<file path="src/rtl/panda_hazard_controller.sv">
// Hazard/stall controller for the 5-stage core: load-use, mul/div occupancy, dmem wait, branch redirect.
// Optional performance counters are enabled with the PANDA_STALL_PERF_EN macro.
module panda_hazard_controller #(
  parameter int MUL_CYCLES = 3,
  parameter int CNT_W      = 32
) (
  input  logic       clk_i,
  input  logic       rst_i,
  input  logic [4:0] rs1_addr_id_i,
  input  logic [4:0] rs2_addr_id_i,
  input  logic       rs1_used_id_i,
  input  logic       rs2_used_id_i,
  input  logic [4:0] rd_addr_ex_i,
  input  logic       mem_read_ex_i,
  input  logic       branch_taken_ex_i,
  input  logic       mul_ex_i,
  input  logic       div_ex_i,
  input  logic       div_done_i,
  input  logic       dmem_stall_i,
  output logic       stall_if_o,
  output logic       stall_id_o,
  output logic       stall_ex_o,
  output logic       bubble_ex_o,
  output logic       bubble_mem_o,
  output logic       flush_id_o,
  output logic       div_start_o
`ifdef PANDA_STALL_PERF_EN
  ,
  output logic [CNT_W-1:0] stall_cnt_o,
  output logic [CNT_W-1:0] flush_cnt_o
`endif
);

  localparam int MC_W = (MUL_CYCLES > 2) ? $clog2(MUL_CYCLES) : 1;
  localparam logic [MC_W-1:0] MUL_LOAD = (MUL_CYCLES > 2) ? MC_W'(MUL_CYCLES - 2) : '0;
  localparam logic MUL_STALLS = (MUL_CYCLES > 1);

  typedef enum logic [1:0] {RUN, MUL_WAIT, DIV_WAIT} state_t;

  state_t          state, state_nxt;
  logic [MC_W-1:0] mul_cnt, mul_cnt_nxt;
  logic            done_pend, done_pend_nxt;
  logic            load_use;
  logic            stall_if, stall_id, stall_ex, bubble_ex, bubble_mem, flush_id, div_start;

  assign load_use = mem_read_ex_i && (rd_addr_ex_i != 5'd0) &&
                    ((rs1_used_id_i && (rs1_addr_id_i == rd_addr_ex_i)) ||
                     (rs2_used_id_i && (rs2_addr_id_i == rd_addr_ex_i)));

  always_comb begin
    state_nxt     = state;
    mul_cnt_nxt   = mul_cnt;
    done_pend_nxt = done_pend;
    stall_if      = 1'b0;
    stall_id      = 1'b0;
    stall_ex      = 1'b0;
    bubble_ex     = 1'b0;
    bubble_mem    = 1'b0;
    flush_id      = 1'b0;
    div_start     = 1'b0;
    if (dmem_stall_i) begin
      // Whole pipe frozen; a divider completion seen now is remembered for later.
      stall_if = 1'b1;
      stall_id = 1'b1;
      stall_ex = 1'b1;
      if ((state == DIV_WAIT) && div_done_i) done_pend_nxt = 1'b1;
    end else begin
      unique case (state)
        RUN: begin
          if (mul_ex_i && MUL_STALLS) begin
            {stall_if, stall_id, stall_ex, bubble_mem} = 4'b1111;
            mul_cnt_nxt = MUL_LOAD;
            state_nxt   = MUL_WAIT;
          end else if (div_ex_i && !mul_ex_i) begin
            div_start = 1'b1;
            if (!div_done_i) begin
              {stall_if, stall_id, stall_ex, bubble_mem} = 4'b1111;
              state_nxt = DIV_WAIT;
            end
          end
          if (!stall_if) begin
            if (branch_taken_ex_i) begin
              flush_id  = 1'b1;
              bubble_ex = 1'b1;
            end else if (load_use) begin
              stall_if  = 1'b1;
              stall_id  = 1'b1;
              bubble_ex = 1'b1;
            end
          end
        end
        MUL_WAIT: begin
          if (mul_cnt != '0) begin
            {stall_if, stall_id, stall_ex, bubble_mem} = 4'b1111;
            mul_cnt_nxt = mul_cnt - MC_W'(1);
          end else begin
            state_nxt = RUN;
          end
        end
        DIV_WAIT: begin
          if (div_done_i || done_pend) begin
            done_pend_nxt = 1'b0;
            state_nxt     = RUN;
          end else begin
            {stall_if, stall_id, stall_ex, bubble_mem} = 4'b1111;
          end
        end
        default: state_nxt = RUN;
      endcase
    end
  end

  always_ff @(posedge clk_i or posedge rst_i) begin
    if (rst_i) begin
      state     <= RUN;
      mul_cnt   <= '0;
      done_pend <= 1'b0;
    end else begin
      state     <= state_nxt;
      mul_cnt   <= mul_cnt_nxt;
      done_pend <= done_pend_nxt;
    end
  end

  assign stall_if_o   = stall_if   & ~rst_i;
  assign stall_id_o   = stall_id   & ~rst_i;
  assign stall_ex_o   = stall_ex   & ~rst_i;
  assign bubble_ex_o  = bubble_ex  & ~rst_i;
  assign bubble_mem_o = bubble_mem & ~rst_i;
  assign flush_id_o   = flush_id   & ~rst_i;
  assign div_start_o  = div_start  & ~rst_i;

`ifdef PANDA_STALL_PERF_EN
  always_ff @(posedge clk_i or posedge rst_i) begin
    if (rst_i) begin
      stall_cnt_o <= '0;
      flush_cnt_o <= '0;
    end else begin
      if (stall_if_o) stall_cnt_o <= stall_cnt_o + CNT_W'(1);
      if (flush_id_o) flush_cnt_o <= flush_cnt_o + CNT_W'(1);
    end
  end
`endif

endmodule

</file>
<file path="config.mk">
export PLATFORM = sky130hd
export DESIGN_NAME = panda_hazard_controller
export DESIGN_NICKNAME = d
export VERILOG_FILES = /design/src/rtl/panda_hazard_controller.sv
export SDC_FILE = /design/constraint.sdc
export NUM_CORES = 1
export LEC_CHECK = 0
export ABC_AREA = 1
export BUFFER_PORTS_ARGS = -buffer_cell sky130_fd_sc_hd__buf_2
export CAP_MARGIN = 20
export CORE_AREA = 3 3 40 42
export DETAILED_ROUTE_END_ITERATION = 10
export DIE_AREA = 0 0 43 45
export PLACE_DENSITY = 0.79
export SETUP_SLACK_MARGIN = 0.1
export SYNTH_ARGS = -nofsm -noshare
export SYNTH_HDL_FRONTEND = slang
export SYNTH_SLANG_ARGS = --single-unit
</file>
<file path="constraint.sdc">
create_clock -name clk_i -period 2.45 [get_ports clk_i]
set_input_delay 0 -clock clk_i [delete_from_list [all_inputs] [get_ports clk_i]]
set_output_delay 0 -clock clk_i [all_outputs]
set_load 0.01 [all_outputs]
</file>
==> metrics.md, run 1 <==
| Metric | Value |
|---|---|
| Tcrit/Tclk final | 0.620 |
| Post-synthesis sequential area ratio | 0.206 |
| Final wirelength | 1420 microns |
| Max Fclk | 658 MHz |
| Setup TNS | 0 ps |
| Critical path data required time | 2450 ps |
| Die width | 43 microns |
| Worst skew pair latency | 240 ps |
| Reg2Reg Launch Point | state[1]$_DFFE_PP0P_ |
| Min-delay src | mul_ex_i |
| GP Congestion | 0.846 |
| Crit start category | flop |
| Total nets after synthesis | 140 |
| Setup crit start | state[1]$_DFFE_PP0P_ |
| Remaining global-route overflow | 0 |
| Reg-to-reg slack, setup | 1250 ps |
| Kind of critical path | reg -> out |
| Critical-path cell list | nor2_1 > inv_2 > nor2_4 > o21ai_2 > nor2_2 > nand2_1 > nand2_1 > buf_2 |
| Clock tree buffer depth | 2 |
| Final setup vio count | 0 |
| Fin nets | 177 |
| Via count | 761 |
| Maxcap violations | 0 |
| Post-CTS Resized | 0 |
| Via/cell ratio | 4.61 |
| Leak | 0.544 nW |
| Mapped Cells | 114 |
| Drt pass-1 iters | 4 |
| N_diodes | 0 |
| CP Data Arrival Time | 1520 ps |
| Crit path setup slack, layout | 931 ps |
| Clock Skews | 4.25 ps |
| Reg power frac | 0.271 |
| Switching power | 0.251 mW |
| Ys async rst share | 1.00 |
| Tmin final | 1520 ps |
| Pwr dens | 673 nW/um^2 |
| Syn Area/Cell | 5.32 sq um |
| I/O Buffers | 31 |
| Crit path capture | bubble_ex_o |
| Maximum number of pins on one net before global-route repair | 8 |
| FP Rows | 13 |
| Clock share of power | 0.172 |
| CP max stage delay | 430 ps |
| Yosys reg bits | 5 |
| Crit-path leading delay family | simple AND/OR/NAND/NOR gates |
| Critical R2R Capture | state[1]$_DFFE_PP0P_ |
| Die footprint | 1940 sq um |
| Postcts setup bufs | 0 |
| CP dominant cell by count | nand2_1 |
| CORE AREA | 1280 sq um |
| Post-route ant nets | 0 |
| CP endpoint kind | primary output |
| Status | completed |
| Reg2Reg Depth | 7 |
| Total global-route track usage | 0.156 |
| Final Instance Area | 817 sq um |
| TritonCTS buffer count | 3 |
| Critical path depth | 8 |
| Crit Path Max Fanout | 6 |
| CTS clock-pin slew for the worst setup and hold paths | 40 ps |
| First-pass GRT wire length | 2330 microns |
| CTS tree | done |
| Max-slew headroom | 0.826 |
| Clock sink count | 5 |
| Layout Area Growth over Synthesis | 34.6% |
| Peak VDD IR | 0.451 mV |
| Primary FF master, synth | dfrtp_1 |
| WP buf/inv | 2 |
| CTS Root Cell | clkbuf_4 |
| Num ports | 32 |
| Slowest CP cell | dfrtp_1 |
| Starting Density | 0.472 |
| DRC | 0 |
| Vias in the first global route | 661 |
| Final hold viol count | 0 |
| Post-synth EDFFs | 0 |
| Routed len/inst | 8.58 microns |
| Yosys cell types | 19 |
| Syn. warnings | 0 |
| Hold WC Path Type | in -> reg |
| DRT iter0 DRCs | 13 |
| Pre-CTS WS | 1180 ps |
| RSZ-0062 raised after global routing | no |
| P_int | 0.299 mW |
| Placed Area | 781 sq um |
| Worst Max-Slew Pin Slew | 261 ps |
| Fraction of layout cells with a size suffix above 1 | 0.293 |
| Pins Over Slew Limit | 0 |
| Switching share of power | 0.456 |
| DP HPWL | 1240 microns |
| Die Y-Extent | 45 microns |
| Syn Std Cell Area | 607 sq um |
| Combinational Power Share | 0.557 |
| Final hold slack | 51.1 ps |
| H-Tree Depth | 1 |
| Antenna violations before repair | 0 |
-- timing repair --
action,4_1_cts,5_1_grt
hold endpoints to repair,5,0
hold buffers,1,0
setup endpoints to repair,0,0
-- per-layer routing --
metal | up-vias | global-route usage | wire, microns
li1 | 418 | - | -
met1 | 316 | 0.177 | 655
met2 | 25 | 0.272 | 642
met3 | 2 | 0.0518 | 104
met4 | 0 | 0.0602 | 12
met5 | - | 0 | 0
-- through the flow --
stage | instances | power, mW | util
final | 165 | 0.550 | 0.636
after CTS | 165 | 0.557 | 0.636
after detailed placement | 160 | 0.458 | 0.608
after global routing | 165 | 0.609 | 0.636
after global placement | 160 | 0.452 | 0.608
after floorplan | 114 | 0.374 | -
-- registers in the layout, summed over array words and instances, names as in the netlist --
register,cells
mul_cnt,2
done_pend,1
state,2
-- synth_stat cells (2+ instances only) --
cell,count,area (sq um)
dfrtp_1,5,125
inv_2,2,7.51
nand3_1,6,30.0
nand4_1,2,12.5
nor2_1,12,45.0
nor2_2,2,12.5
o21ai_2,3,26.3
o21ai_1,2,10.0
inv_1,25,93.8
nand2_1,44,165
nor3_1,3,15.0
-- cell families (layout without fill, tap and decap cells) --
logic type,Yosys count,in the layout,synth area share
buffers and inverters,27,63,0.167
flip-flops,5,5,0.206
AND/OR/NAND/NOR,72,72,0.507
AO/OA/AOI/OAI,9,9,0.0990
adder cells (fa/ha/maj),1,1,0.0206
-- layout make-up --
| type | instances | area (sq um) |
|---|---|---|
| Tap cell | 15 | 18.8 |
| Timing Repair Buffer | 32 | 165 |
| Inverter | 27 | 101 |
| Fill cell | 132 | 468 |
| Multi-Input combinational cell | 82 | 380 |
| Clock buffer | 4 | 26.3 |
| Sequential cell | 5 | 125 |
-- how the worst min path moves through the flow --
stage	depth (start not counted)	end	slack, ps
2_1_floorplan	1	done_pend$_DFFE_PP0P_	-200
3_3_place_gp	2	state[1]$_DFFE_PP0P_	-40
3_5_place_dp	2	state[1]$_DFFE_PP0P_	-40
4_1_cts	3	state[0]$_DFFE_PP0P_	50
5_1_grt	3	state[0]$_DFFE_PP0P_	60
6_report	3	state[0]$_DFFE_PP0P_	50
-- worst min-delay path, cell delays in order --
cell,delay [ps]
buf_2,130
nand2_1,60
o21ai_1,60
-- placed cells by master (no fill, tap or decap) --
cell type       n
a21boi_0        1
a21oi_1         1
buf_2          31
clkbuf_1        1
clkbuf_4        3
dfrtp_1         5
dlygate4sd3_1   1
ha_1            1
inv_1          25
inv_2           2
nand2_1        44
nand2_2         1
nand3_1         6
nand3_2         1
nand4_1         2
nor2_1         12
nor2_2          2
nor2_4          1
nor3_1          3
o21ai_0         1
o21ai_1         2
o21ai_2         3
o22ai_1         1
-- power by group through the flow --
stage / clock (mW) / sequential, mW / combinational [mW]
after detailed placement: 0 / 0.150 / 0.308
after global routing: 0.107 / 0.154 / 0.349
after floorplan: 0 / 0.143 / 0.230
after global placement: 0 / 0.148 / 0.304
after CTS: 0.0988 / 0.149 / 0.310
final: 0.0947 / 0.149 / 0.306
Power figures use the tool's default switching activity.
==> run 2, diff against run 1 <==
CORE_AREA = not set   (was 3 3 40 42)
CORE_MARGIN = 3   (was not set)
CORE_UTILIZATION = 39   (was not set)
DIE_AREA = not set   (was 0 0 43 45)
PLACE_DENSITY = 0.72   (was 0.79)
clock period = 1.3 ns   (was 2.45 ns; I/O delays follow)
==> run 2 against run 1 <==
Compared with the run above:
- the flow now finishes with violations (setup timing)
- total power rose to 2.7 times the previous value
- non-clock buffer count rose by 12
- utilization rose by 6.1 points
==> metrics.md, run 2 (synthesis gave the netlist of run 1 again) <==
| Metric | Value |
|---|---|
| Layout Area Growth over Synthesis | 58.8% |
| Most frequent cells in the layout | nand2_1, buf_2, inv_1 |
| Worst skew pair latency | 250 ps |
| Starting Density | 0.439 |
| CP Data Arrival Time | 1470 ps |
| Post-route ant nets | 0 |
| DRT iter0 DRCs | 14 |
| RSZ-0062 raised after global routing | yes |
| Switching share of power | 0.440 |
| GP Congestion | 0.768 |
| Tcrit/Tclk final | 1.13 |
| P_int | 0.838 mW |
| Final setup vio count | 7 |
| Die width | 45.4 microns |
| Final hold viol count | 0 |
| DP HPWL | 1360 microns |
| Hold WC Path Type | in -> reg |
| Clock tree buffer depth | 2 |
| Num ports | 32 |
| Total global-route track usage | 0.185 |
| Clock Skews | 1.60 ps |
| Pins Over Slew Limit | 0 |
| Vias in the first global route | 696 |
| Drt pass-1 iters | 4 |
| Crit path setup slack, layout | -172 ps |
| Die Y-Extent | 45.4 microns |
| CP endpoint kind | primary output |
| Status | finished with violations |
| Via count | 812 |
| Tmin final | 1470 ps |
| Crit Path Max Fanout | 4 |
| Most common cell after layout, fill and taps aside | nand2_1 |
| Area of the multi-input gates | 429 sq um |
| Clock sink count | 5 |
| Crit start category | flop |
| Clock share of power | 0.127 |
| Routed len/inst | 10.0 microns |
| Fin util | 0.697 |
| CTS clock-pin slew for the worst setup and hold paths | 50 ps |
| TritonCTS buffer count | 3 |
| Combinational Power Share | 0.677 |
| Critical path data required time | 1300 ps |
| Max Fclk | 679 MHz |
| Pwr dens | 1550 nW/um^2 |
| Via/cell ratio | 4.59 |
| Maximum number of pins on one net before global-route repair | 7 |
| I/O Buffers | 31 |
| Kind of critical path | reg -> out |
| Die footprint | 2070 sq um |
| Sequential cell area | 126 sq um |
| Top Registers | mul_cnt (2), state (2), done_pend (1) |
| CORE AREA | 1380 sq um |
| Antenna violations before repair | 0 |
| Final wirelength | 1780 microns |
| DRC | 0 |
| Worst Max-Slew Pin Slew | 232 ps |
| Switching power | 0.659 mW |
| Reg power frac | 0.196 |
| First-pass GRT wire length | 2710 microns |
| Leak | 0.609 nW |
| Fin nets | 189 |
| Maxcap violations | 0 |
| Peak VDD IR | 1.00 mV |
| N_diodes | 0 |
| CTS Root Cell | clkbuf_4 |
| CTS tree | done |
| H-Tree Depth | 1 |
| Fill cells | 117 |
| Failing checks | setup timing |
| Pre-CTS WS | 51.8 ps |
| Fraction of layout cells with a size suffix above 1 | 0.414 |
| Max-slew headroom | 0.845 |
| FP Rows | 13 |
| Remaining global-route overflow | 0 |
==> run 2: changes by cell type in the layout (fill, tap and decap cells not counted), moves of 2 or more <==
cell    before  now
buf_4        0   11
nor2_2       2    4
inv_1       25   22
nor2_1      12   10
inv_2        2    4
nor3_1       3    1
==> run 2: path summary, 6_finish.rpt <==
kind | start | endpoint | slack, ps | cells past startpoint
max reg2reg | state[0]$_DFFE_PP0P_ | state[1]$_DFFE_PP0P_ | 10 | 8
min in group asynchronous | rst_i | mul_cnt[1]$_DFFE_PP0P_ | 300 | 4
max in group asynchronous | rst_i | state[1]$_DFFE_PP0P_ | 870 | 4
max | state[0]$_DFFE_PP0P_ | bubble_ex_o | -170 | 8
min | mul_ex_i | state[0]$_DFFE_PP0P_ | 40 | 3
min reg2reg | mul_cnt[1]$_DFFE_PP0P_ | mul_cnt[1]$_DFFE_PP0P_ | 540 | 2
==> run 2: through the flow <==
| step | hold WS (ps) | area, sq um | power (mW) | cells | TNS, ps |
|---|---|---|---|---|---|
| final | 38.3 | 963 | 1.50 | 177 | -974 |
| after global routing | 55.4 | 963 | 1.62 | 177 | -1740 |
| after CTS | 37.1 | 930 | 1.38 | 175 | -852 |
| after detailed placement | 2.10 | 796 | 0.899 | 162 | 0 |
| after global placement | 3.11 | 796 | 0.873 | 162 | 0 |
| after floorplan | -198 | 607 | 0.704 | 114 | 0 |
==> run 2: repair_timing <==
action | CTS | global route
pin swaps | 3 | 3
setup endpoints to repair | 9 | 11
endpoints found under the hold margin | 5 | 0
hold buffers | 1 | 0
buffers inserted | 9 | 3
gates resized for setup | 8 | 8
gates cloned | 0 | 0
==> run 2: cell type report <==
| class | instances | area share |
|---|---|---|
| well taps | 15 | 0.0195 |
| inverters | 27 | 0.108 |
| multi-input cells | 82 | 0.445 |
| clock buffers | 4 | 0.0273 |
| repair buffers | 44 | 0.269 |
| flip-flops and latches | 5 | 0.131 |
==> run 2: per-layer routing <==
metal	vias to the layer above	wire length (microns)	global-route usage
met2	25	908	0.331
met1	345	755	0.204
met4	0	15	0.0702
li1	440	-	-
met3	2	97	0.0474
met5	-	0	0
==> run 2: critical path: stages, from the launching register on <==
cell     delay, ps
dfrtp_1        430
nor2_2         170
inv_2           90
nor2_4         100
o21ai_2         80
nor2_2         100
nand2_1         70
nand2_1         60
buf_2          120
==> run 2: power by group through the flow <==
stage / clock network, mW / logic, mW / registers, mW
detailed placement: 0 / 0.618 / 0.281
global route: 0.207 / 1.11 / 0.298
CTS: 0.191 / 0.906 / 0.283
finish: 0.190 / 1.01 / 0.293
global placement: 0 / 0.597 / 0.275
floorplan: 0 / 0.434 / 0.270
==> run 3, diff against run 2 <==
SKIP_CTS_REPAIR_TIMING = 1   (was not set)
==> run 3 against run 2 <==
Compared with the run above:
- the flow still finishes with violations (setup timing)
- cell count decreased by 5.1%
- flip-flop and latch count unchanged
- total power decreased by 20%
- critical path depth unchanged
- largest power group unchanged
==> metrics.md, run 3 (synthesis gave the netlist of run 1 again) <==
| Metric | Value |
|---|---|
| H-Tree Depth | 1 |
| Critical path data required time | 1300 ps |
| Clock tree buffer depth | 2 |
| Fraction of layout cells with a size suffix above 1 | 0.346 |
| Peak VDD IR | 0.838 mV |
| Vias in the first global route | 629 |
| Remaining global-route overflow | 0 |
| Reg power frac | 0.246 |
| Crit start category | flop |
| P_int | 0.642 mW |
| Num ports | 32 |
| Maximum number of pins on one net before global-route repair | 7 |
| CP Data Arrival Time | 1480 ps |
| Layout Area Growth over Synthesis | 41.9% |
| Die Y-Extent | 45.4 microns |
| Pwr dens | 1390 nW/um^2 |
| Fin util | 0.623 |
| Hold WC Path Type | in -> reg |
| I/O Buffers | 31 |
| Final wirelength | 1590 microns |
| Starting Density | 0.439 |
| Cells after DPL | 162 |
| Maxcap violations | 0 |
| Finished Layout Cells | 168 |
| Post-route ant nets | 0 |
| Combinational Power Share | 0.594 |
| Failing checks | setup timing |
| Die width | 45.4 microns |
| Tmin final | 1480 ps |
| Max-slew headroom | 0.832 |
| GP Congestion | 0.768 |
| Top Registers | mul_cnt (2), state (2), done_pend (1) |
| Total global-route track usage | 0.167 |
| Sequential cell area | 126 sq um |
| Routed len/inst | 9.44 microns |
| Drt pass-1 iters | 4 |
| N_diodes | 0 |
| FP Rows | 13 |
| DRT iter0 DRCs | 17 |
| Final hold viol count | 0 |
| Fill cells | 139 |
| Max Fclk | 676 MHz |
| Tcrit/Tclk final | 1.14 |
| First-pass GRT wire length | 2450 microns |
| Kind of critical path | reg -> out |
| Clock share of power | 0.159 |
| Leak | 0.559 nW |
| Worst skew pair latency | 250 ps |
| Clock sink count | 5 |
| Switching share of power | 0.462 |
| Via count | 770 |
| CTS tree | done |
| Status | finished with violations |
| Worst Max-Slew Pin Slew | 252 ps |
| Pins Over Slew Limit | 0 |
| CORE AREA | 1380 sq um |
| Area of the multi-input gates | 400 sq um |
| CP endpoint kind | primary output |
| Fin nets | 180 |
| Final Power | 1.19 mW |
| DRC | 0 |
| Most frequent cells in the layout | nand2_1, buf_2, inv_1 |
| Via/cell ratio | 4.58 |
| Clock Skews | 3.86 ps |
| DP HPWL | 1360 microns |
| RSZ-0062 raised after global routing | yes |
| Final setup vio count | 7 |
| Most common cell after layout, fill and taps aside | nand2_1 |
| Die footprint | 2070 sq um |
| Pre-CTS WS | 51.8 ps |
| TritonCTS buffer count | 3 |
| Final hold slack | 35.0 ps |
| Antenna violations before repair | 0 |
| Crit Path Max Fanout | 5 |
| CTS clock-pin slew for the worst setup and hold paths | 50 ps |
| CTS Root Cell | clkbuf_4 |
| Crit path setup slack, layout | -179 ps |
| Switching power | 0.552 mW |
-- run 3: area by class of cell --
cell class	instances	area share
clock buffers	4	0.0305
inverters	27	0.118
flip-flops and latches	5	0.147
well taps	15	0.0218
multi-input cells	82	0.465
repair buffers	35	0.218
-- run 3: path summary, 6_finish.rpt --
kind | slack, ps | endpoint | startpoint | depth (start not counted)
worst max register to register | 30 | state[1]$_DFFE_PP0P_ | state[1]$_DFFE_PP0P_ | 7
min in group asynchronous | 340 | state[1]$_DFFE_PP0P_ | rst_i | 4
worst max-delay path | -180 | bubble_ex_o | state[0]$_DFFE_PP0P_ | 8
worst min-delay path | 40 | state[0]$_DFFE_PP0P_ | mul_ex_i | 3
worst min register to register | 550 | done_pend$_DFFE_PP0P_ | done_pend$_DFFE_PP0P_ | 2
max in group asynchronous | 740 | state[0]$_DFFE_PP0P_ | rst_i | 4
-- run 3: power by group through the flow --
stage	logic, mW	registers (mW)	clock network (mW)
2_1_floorplan	0.434	0.270	0
3_3_place_gp	0.597	0.275	0
3_5_place_dp	0.618	0.281	0
4_1_cts	0.627	0.278	0.191
5_1_grt	0.797	0.300	0.206
6_report	0.710	0.294	0.190
-- run 3: per-stage QoR --
stage | cell area, sq um | TNS, ps
2_1_floorplan | 607 | 0
3_3_place_gp | 796 | 0
3_5_place_dp | 796 | 0
4_1_cts | 822 | -1350
5_1_grt | 861 | -1880
6_report | 861 | -1030
-- run 3: routing by layer --
layer / up-vias / wire length, microns / track usage
li1: 421 / - / -
met1: 323 / 723 / 0.191
met2: 24 / 749 / 0.284
met3: 2 / 100 / 0.0474
met4: 0 / 12 / 0.0702
met5: - / 0 / 0
-- run 3: critical path: stages (launching register included) --
cell and delay (ps):
dfrtp_2 440, nor2_2 150, inv_2 80, nor2_4 110, o21ai_2 90, nor2_2 100, nand2_1 70, nand2_1 60
buf_2 120
